[src/rtl/serial_sub_pkg.sv]
// Shared definitions for the bit-serial subtractor: FSM state encoding and
// the default operand width.
package serial_sub_pkg;

  localparam int DEFAULT_WIDTH = 8;

  typedef enum logic [1:0] {
    IDLE = 2'd0,
    RUN  = 2'd1,
    DONE = 2'd2
  } state_e;

endpackage : serial_sub_pkg

[src/rtl/serial_subtractor_full_subtractor.sv]
// One-bit full subtractor: D = A - B - Bin, with borrow-out Bout.
// Purely combinational; the serial datapath reuses a single instance each cycle.
module full_subtractor (
  input  logic A,
  input  logic B,
  input  logic Bin,
  output logic D,
  output logic Bout
);

  assign D    = A ^ B ^ Bin;
  assign Bout = (~A & B) | (~(A ^ B) & Bin);

endmodule : full_subtractor

[src/rtl/serial_subtractor.sv]
// Bit-serial subtractor: d = a - b - bin, one bit per clock, LSB first.
// Optional signed-overflow output enabled by defining SERIAL_SUBTRACTOR_OVF_EN.
module serial_subtractor
  import serial_sub_pkg::*;
#(
  parameter int WIDTH = DEFAULT_WIDTH
) (
  input  logic             clk,
  input  logic             reset,
  input  logic             start,
  input  logic [WIDTH-1:0] a,
  input  logic [WIDTH-1:0] b,
  input  logic             bin,
  output logic [WIDTH-1:0] d,
  output logic             bout,
  output logic             busy,
  output logic             done
`ifdef SERIAL_SUBTRACTOR_OVF_EN
  ,
  output logic             ovf
`endif
);

  localparam int                CNT_W    = $clog2(WIDTH + 1);
  localparam logic [CNT_W-1:0] LAST_BIT = CNT_W'(WIDTH - 1);

  state_e             state_q, state_d;
  logic [WIDTH-1:0]   a_q, a_d;
  logic [WIDTH-1:0]   b_q, b_d;
  logic               brw_q, brw_d;
  logic [WIDTH-1:0]   res_q, res_d;
  logic [CNT_W-1:0]   cnt_q, cnt_d;
  logic [WIDTH-1:0]   d_q, d_d;
  logic               bout_q, bout_d;
`ifdef SERIAL_SUBTRACTOR_OVF_EN
  logic               ovf_q, ovf_d;
`endif

  logic fs_d;
  logic fs_bout;

  // Operands shift right every RUN cycle, so bit 0 is always the bit in flight.
  full_subtractor u_fs (
    .A    (a_q[0]),
    .B    (b_q[0]),
    .Bin  (brw_q),
    .D    (fs_d),
    .Bout (fs_bout)
  );

  always_comb begin
    // NOTE: every variable gets a default first so no path leaves it
    // unassigned; without this, synthesis infers a latch.
    state_d = state_q;
    a_d     = a_q;
    b_d     = b_q;
    brw_d   = brw_q;
    res_d   = res_q;
    cnt_d   = cnt_q;
    d_d     = d_q;
    bout_d  = bout_q;
`ifdef SERIAL_SUBTRACTOR_OVF_EN
    ovf_d   = ovf_q;
`endif

    unique case (state_q)
      IDLE: begin
        if (start) begin
          a_d     = a;
          b_d     = b;
          brw_d   = bin;
          cnt_d   = '0;
          state_d = RUN;
        end
      end

      RUN: begin
        a_d               = a_q >> 1;
        b_d               = b_q >> 1;
        brw_d             = fs_bout;
        res_d             = res_q >> 1;
        res_d[WIDTH-1]    = fs_d;
        cnt_d             = cnt_q + CNT_W'(1);
        // Results become visible only when the final (MSB) bit completes.
        if (cnt_q == LAST_BIT) begin
          state_d = DONE;
          d_d     = res_d;
          bout_d  = fs_bout;
`ifdef SERIAL_SUBTRACTOR_OVF_EN
          // On the last bit a_q[0]/b_q[0] hold the original sign bits.
          ovf_d   = (a_q[0] != b_q[0]) && (fs_d != a_q[0]);
`endif
        end
      end

      DONE: begin
        state_d = IDLE;
      end

      default: begin
        state_d = IDLE;
      end
    endcase
  end

  // NOTE: sequential state uses non-blocking assignments so every flop
  // samples its _d value from before the edge, independent of statement order.
  always_ff @(posedge clk) begin
    if (reset) begin
      state_q <= IDLE;
      a_q     <= '0;
      b_q     <= '0;
      brw_q   <= 1'b0;
      res_q   <= '0;
      cnt_q   <= '0;
      d_q     <= '0;
      bout_q  <= 1'b0;
`ifdef SERIAL_SUBTRACTOR_OVF_EN
      ovf_q   <= 1'b0;
`endif
    end else begin
      state_q <= state_d;
      a_q     <= a_d;
      b_q     <= b_d;
      brw_q   <= brw_d;
      res_q   <= res_d;
      cnt_q   <= cnt_d;
      d_q     <= d_d;
      bout_q  <= bout_d;
`ifdef SERIAL_SUBTRACTOR_OVF_EN
      ovf_q   <= ovf_d;
`endif
    end
  end

  assign d    = d_q;
  assign bout = bout_q;
  assign busy = (state_q == RUN) || (state_q == DONE);
  assign done = (state_q == DONE);
`ifdef SERIAL_SUBTRACTOR_OVF_EN
  assign ovf  = ovf_q;
`endif

endmodule : serial_subtractor

[config.mk]
export PLATFORM = sky130hd
export DESIGN_NAME = serial_subtractor
export DESIGN_NICKNAME = d
export VERILOG_FILES = /design/src/rtl/serial_sub_pkg.sv /design/src/rtl/serial_subtractor_full_subtractor.sv /design/src/rtl/serial_subtractor.sv
export SDC_FILE = /design/constraint.sdc
export NUM_CORES = 1
export LEC_CHECK = 0
export ABC_AREA = 1
export CAP_MARGIN = 20
export CORE_MARGIN = 4
export CORE_UTILIZATION = 58
export CTS_BUF_LIST = sky130_fd_sc_hd__clkbuf_4 sky130_fd_sc_hd__clkbuf_8
export DETAILED_ROUTE_END_ITERATION = 10
export GPL_TIMING_DRIVEN = 0
export MAX_ROUTING_LAYER = met4
export PLACE_DENSITY = 0.83
export SLEW_MARGIN = 20
export SYNTH_ARGS = -nofsm -noshare
export SYNTH_HDL_FRONTEND = slang
export SYNTH_SLANG_ARGS = --single-unit
[constraint.sdc]
create_clock -name clk -period 2.4 [get_ports clk]
set_input_delay 0.48 -clock clk [delete_from_list [all_inputs] [get_ports clk]]
set_output_delay 0.48 -clock clk [all_outputs]
set_load 0.05 [all_outputs]
Word-level counts from Yosys, hierarchy flattened
Index checks and enable logic that the tools add are counted.
{ "totals": {"in_bits": 20, "elab_cells": 38, "ramBits": 0, "romBits": 0, "memories": 0, "out_inout_bits": 11, "register_bits": 40, "latchBits": 0} }
{ "op_classes": {"n_reduce_logical": 6, "div_mod_pow": 0, "n_shift": 0, "bitwise_logic": 7, "eq_ne": 5, "magnitude_cmp": 0, "add_sub_neg": 1, "mux": 11, "multipliers": 0} }
{ "op_table": {"columns": ["operator", "count"], "rows": [
  ["case mux 8 bit (2 select lines)", 2],
  ["two-way mux 8 bit", 2],
  ["case mux 4 bit (2 select lines)", 1],
  ["AND reduction 2 bit", 3],
  ["adder 4 x 1 -> 4 bit (second input constant)", 1],
  ["equality test 4 x 3 -> 1 bit (second input constant)", 1],
  ["two-way mux 2 bit", 2],
  ["two-way mux 4 bit", 1],
  ["!= test 2 bit (second input constant)", 2],
  ["case mux 2 bit (2 select lines)", 1],
  ["AND 1 bit", 2],
  ["equality test 2 x 1 -> 1 bit (second input constant)", 1],
  ["equality test 2 bit (second input constant)", 1],
  ["zero test 2 bit", 1],
  ["NOT 1 bit", 2],
  ["case mux 1 bit (2 select lines)", 1],
  ["nonzero test 2 bit", 1],
  ["bitwise XOR 1 bit", 2],
  ["logical OR 1 bit", 1],
  ["two-way mux 1 bit", 1],
  ["OR 1 bit", 1]
]} }

Longest topological paths before layout
{ "depth": {"word_depth": 5, "ltp_mapped": 10, "mapped_depth_nobuf": 10} }

Modules after synthesis
From an unflattened synthesis, not the netlist that was laid out.
{ "hier_totals": {"hier_cells": 246, "hier_area_um2": 1745.4} }
{ "modules_own_cells": {"columns": ["mod", "cells_per_inst", "area_each_um2", "instances", "seq_area_each_um2"], "rows": [
  ["serial_subtractor", 242, 1714.1, 1, 780.7],
  ["full_subtractor", 4, 31.3, 1, 0.0]
]} }

Worst setup path before layout
No wires, ideal clock.
{ "synth_timing": {"path_kind": "reg-to-output", "start": "reg state_q[1]", "end": "out busy", "slack_ns": 0.999, "required_ns": 1.920, "path_stages_with_launch": 3, "path_buffers": 0, "arrival_time_ns": 0.921, "path_cell_list": "dfxtp_1 -> inv_1 -> ha_1"} }
{ "synth_between": {"elab_chain_len": 2, "word_cells_on_any_way": 3, "classes_between": "eq/ne (2); reduce/logical (1)"} }
{ "synth_lines": {"columns": ["item", "line_no", "rtl"], "rows": [
  ["start: declaration", "serial_subtractor.sv:27", "state_e state_q, state_d;"],
  ["start signal: assignment", "serial_subtractor.sv:122", "state_q <= state_d;"],
  ["equality test 2 x 1 -> 1 bit / equality test 2 bit (equally long branches)", "serial_subtractor.sv:138", "assign busy = (state_q == RUN) || (state_q == DONE);"],
  ["logical OR 1 bit *", "serial_subtractor.sv:138", null],
  ["end: declaration", "serial_subtractor.sv:16", "output logic busy,"]
]} }
Every way passes the cells marked *; elsewhere a longest branch is shown, timed or not.

Worst setup path in the final report
Same ends and word-level chain as after synthesis.

==> impl_metrics.py <==
metrics = {
    "outcome": {
        "status": "complete, no violations",
    },
    "sta": {
        "final.period_utilization": 0.973,
        "report.final.slew_viol_count": 0,
        "max_slew_margin": 0.667,
        "final_hold_violation_count": 0,
        "fmax_ghz": 0.428,
        "setup_viol_count_final": 0,
        "fin_skew_ns": 0.00544,
        "fin_tns_setup_ns": 0,
        "grt_setup_unrepaired": "false",
        "finalWorstPathRequiredPeriod_ns": 2.33,
        "tightest_slew_ns": 0.499,
    },
    "grt": {
        "overflow": 0,
        "grt_antenna_before_repair": 0,
        "grt_first_pass_wirelength_um": 6290,
        "track_usage": 0.202,
        "via_count_of_the_first_global_routing_pass": 1500,
        "largest_net_degree_at_the_start_of_global_routing": 15,
    },
    "clock_network": {
        "clock-root-buffer": "clkbuf_4",
        "clock_pin_slew_worst_setup_and_hold_paths_ns": 0.12,
        "tritoncts_buffers": 5,
        "cts.sink_count": 39,
        "clock_insertion_delay_worst_skew_ns": 0.36,
        "htree_num_levels": 2,
        "ctsHoldBuffers": 0,
        "tritoncts": "built",
        "max-clock-path-buffers": 2,
        "post_cts_resized": 0,
        "post_cts_buffers": 0,
    },
    "synth": {
        "synthXorXnorAreaFrac": 0,
        "netlist_area_um2": 1730,
        "synthCells": 244,
        "dominant_combinational_cell_family_by_area_after_synthesis": "simple AND/OR/NAND/NOR gates",
        "synth-compound-area-share": 0.123,
        "yosysMostFrequentCell": "nand2_1",
        "post_synth_most_frequent_cells": "nand2_1, dfxtp_1, nor2_1",
        "synth_enable_flop_cells": 0,
        "synth_fp_nets": 269,
        "synth.avg_cell_area_um2": 7.10,
        "synth-adder-area-share": 0.0404,
        "synth_top_area_frac": 0.451,
        "synth_cell_types": 19,
        "synthSimpleGateAreaFrac": 0.306,
        "synth.area.top_cells": "dfxtp_1, nand2_1, nor2_1",
        "synth.yosys.warnings": 0,
        "synthArstFlopShare": 0,
        "synth_register_bits": 39,
        "synth_flop_cell": "dfxtp_1",
        "yosysTopAreaCell": "dfxtp_1",
        "yosys-mux-area-fraction": 0,
        "proportion_of_synthesized_chip_area_in_sequential_cells": 0.451,
    },
    "floorplanning": {
        "ios": 31,
        "die-area_um2": 3930,
        "std_cell_rows": 19,
        "die_height_um": 62.7,
        "fp.coreArea_um2": 2810,
        "die_width_um": 62.7,
        "initial_core_util": 0.618,
    },
    "cells_and_area": {
        "area_growth_from_synthesis_to_layout_pct": 24.5,
        "layout_cell_share_with_drive_strength_beyond_1": 0.0922,
        "final_net_count": 306,
        "fin_cells": 313,
        "post-route-util": 0.769,
        "non_filler_cell_area_final_um2": 2160,
        "nFillCells": 241,
        "antenna_cells": 0,
    },
    "route": {
        "count_of_nets_left_with_antenna_violations_after_detail_routing": 0,
        "drt_first_iter_violations": 120,
        "dr.pass1.iters": 4,
        "wl_per_cell_um": 11.4,
        "vias_after_detailed_routing": 1594,
        "detail_route.wirelength_um": 3570,
        "detail_route.drc_violations": 0,
        "vias_per_cell": 5.09,
    },
    "placement": {
        "detailed_place.area_um2": 2070,
        "globalplace.congestion": 0.799,
        "detailed_place_hpwl_um": 2610,
        "port_buffers": 30,
        "numPlacedInstances": 305,
    },
    "pwr": {
        "total_chip_power_mw": 1.53,
        "cellPowerDensity_nw_per_um2": 710,
        "static-leakage-power_nw": 0.905,
        "vdd_drop_max_uv": 549,
    },
    "setup_path": {
        "crit_type": "flop to output port",
        "worstPathArrival_ns": 1.85,
        "end_kind": "output port",
        "timing.critical_path.fanout_max": 3,
        "cp-start-kind": "flop",
        "reg2reg_setup_slack_ns": 0.98,
        "worst-endpoint-required_ns": 1.92,
    },
    "hold_path": {
        "holdCritPathClass": "flop to flop",
    },
    "job": {
        "drv_cap": 0,
    },
}
[routing by layer]
metal  vias up  share of wire  global-route usage
met2        29           0.46               0.328
met5         -              0                   -
met3         8          0.035              0.0378
met1       718           0.49               0.248
li1        839              -                   -
met4         0          0.020              0.0826
[power by group]
group | internal (mW) | switching [mW]
Clock | 0.224 | 0.233
Combinational | 0.139 | 0.208
Sequential | 0.700 | 0.0266
[state kept, by name, indices dropped and copies added (netlist names)]
name / count
a_q: 8
b_q: 8
d: 8
res_q: 7
cnt_q: 4
state_q: 2
bout: 1
brw_q: 1
[worst paths after layout]
path,depth (start not counted),endpoint,start
max,3,busy,state_q[1]$_SDFFE_PP0P_
min,2,d[4]$_SDFFE_PP0P_,d[4]$_SDFFE_PP0P_
max reg2reg,9,a_q[6]$_SDFFE_PP0P_,state_q[1]$_SDFFE_PP0P_
min reg2reg,2,d[4]$_SDFFE_PP0P_,d[4]$_SDFFE_PP0P_
[logic make-up after synthesis]
group                    count (synthesis)
AO/OA/AOI/OAI                           41
adder cells (fa/ha/maj)                  5
buffers and inverters                   26
flip-flops                              39
AND/OR/NAND/NOR                        133
[cell usage in the layout, fill, tap and decap left out]
cell type / netlist / layout
a21oi_1: 23 / 23
inv_2: 3 / 3
buf_2: 2 / 2
a21oi_2: 2 / 2
dfxtp_1: 39 / 39
inv_1: 10 / 10
inv_6: 1 / 2
ha_1: 4 / 4
nor2_1: 31 / 31
o21ai_1: 2 / 2
nand2_2: 2 / 2
fa_1: 1 / 1
clkbuf_1: 3 / 3
clkinv_4: 0 / 1
clkbuf_4: 0 / 5
buf_4: 5 / 5
nand3_1: 7 / 7
bufinv_16: 0 / 1
o21ai_0: 14 / 14
buf_6: 2 / 2
clkdlybuf4s50_1: 0 / 30
nand2_1: 92 / 92
nand4_4: 1 / 1
[metrics by stage]
stage	setup WS (ns)	hold slack (ns)
finish	0.0651	0.472
global route	0.0112	0.495
CTS	0.0522	0.473
detailed placement	0.460	0.456
global placement	0.472	0.452
floorplan	0.999	0.439
[area by class of cell]
class,count,area (um^2),area share
Timing Repair Buffer,30,300,0.139
Buffer,12,81.3,0.0377
Inverter,14,57.6,0.0267
Clock inverter,3,47.5,0.0220
Clock buffer,5,37.5,0.0174
Multi-Input combinational cell,179,813,0.377
Sequential cell,39,781,0.362
Tap cell,31,38.8,0.0180
[worst max-delay path, stage by stage, from the launching register on]
cell,delay (ns)
dfxtp_1,0.37
inv_1,0.07
ha_1,0.27
clkdlybuf4s50_1,0.79
(Power assumes the default switching activity.)
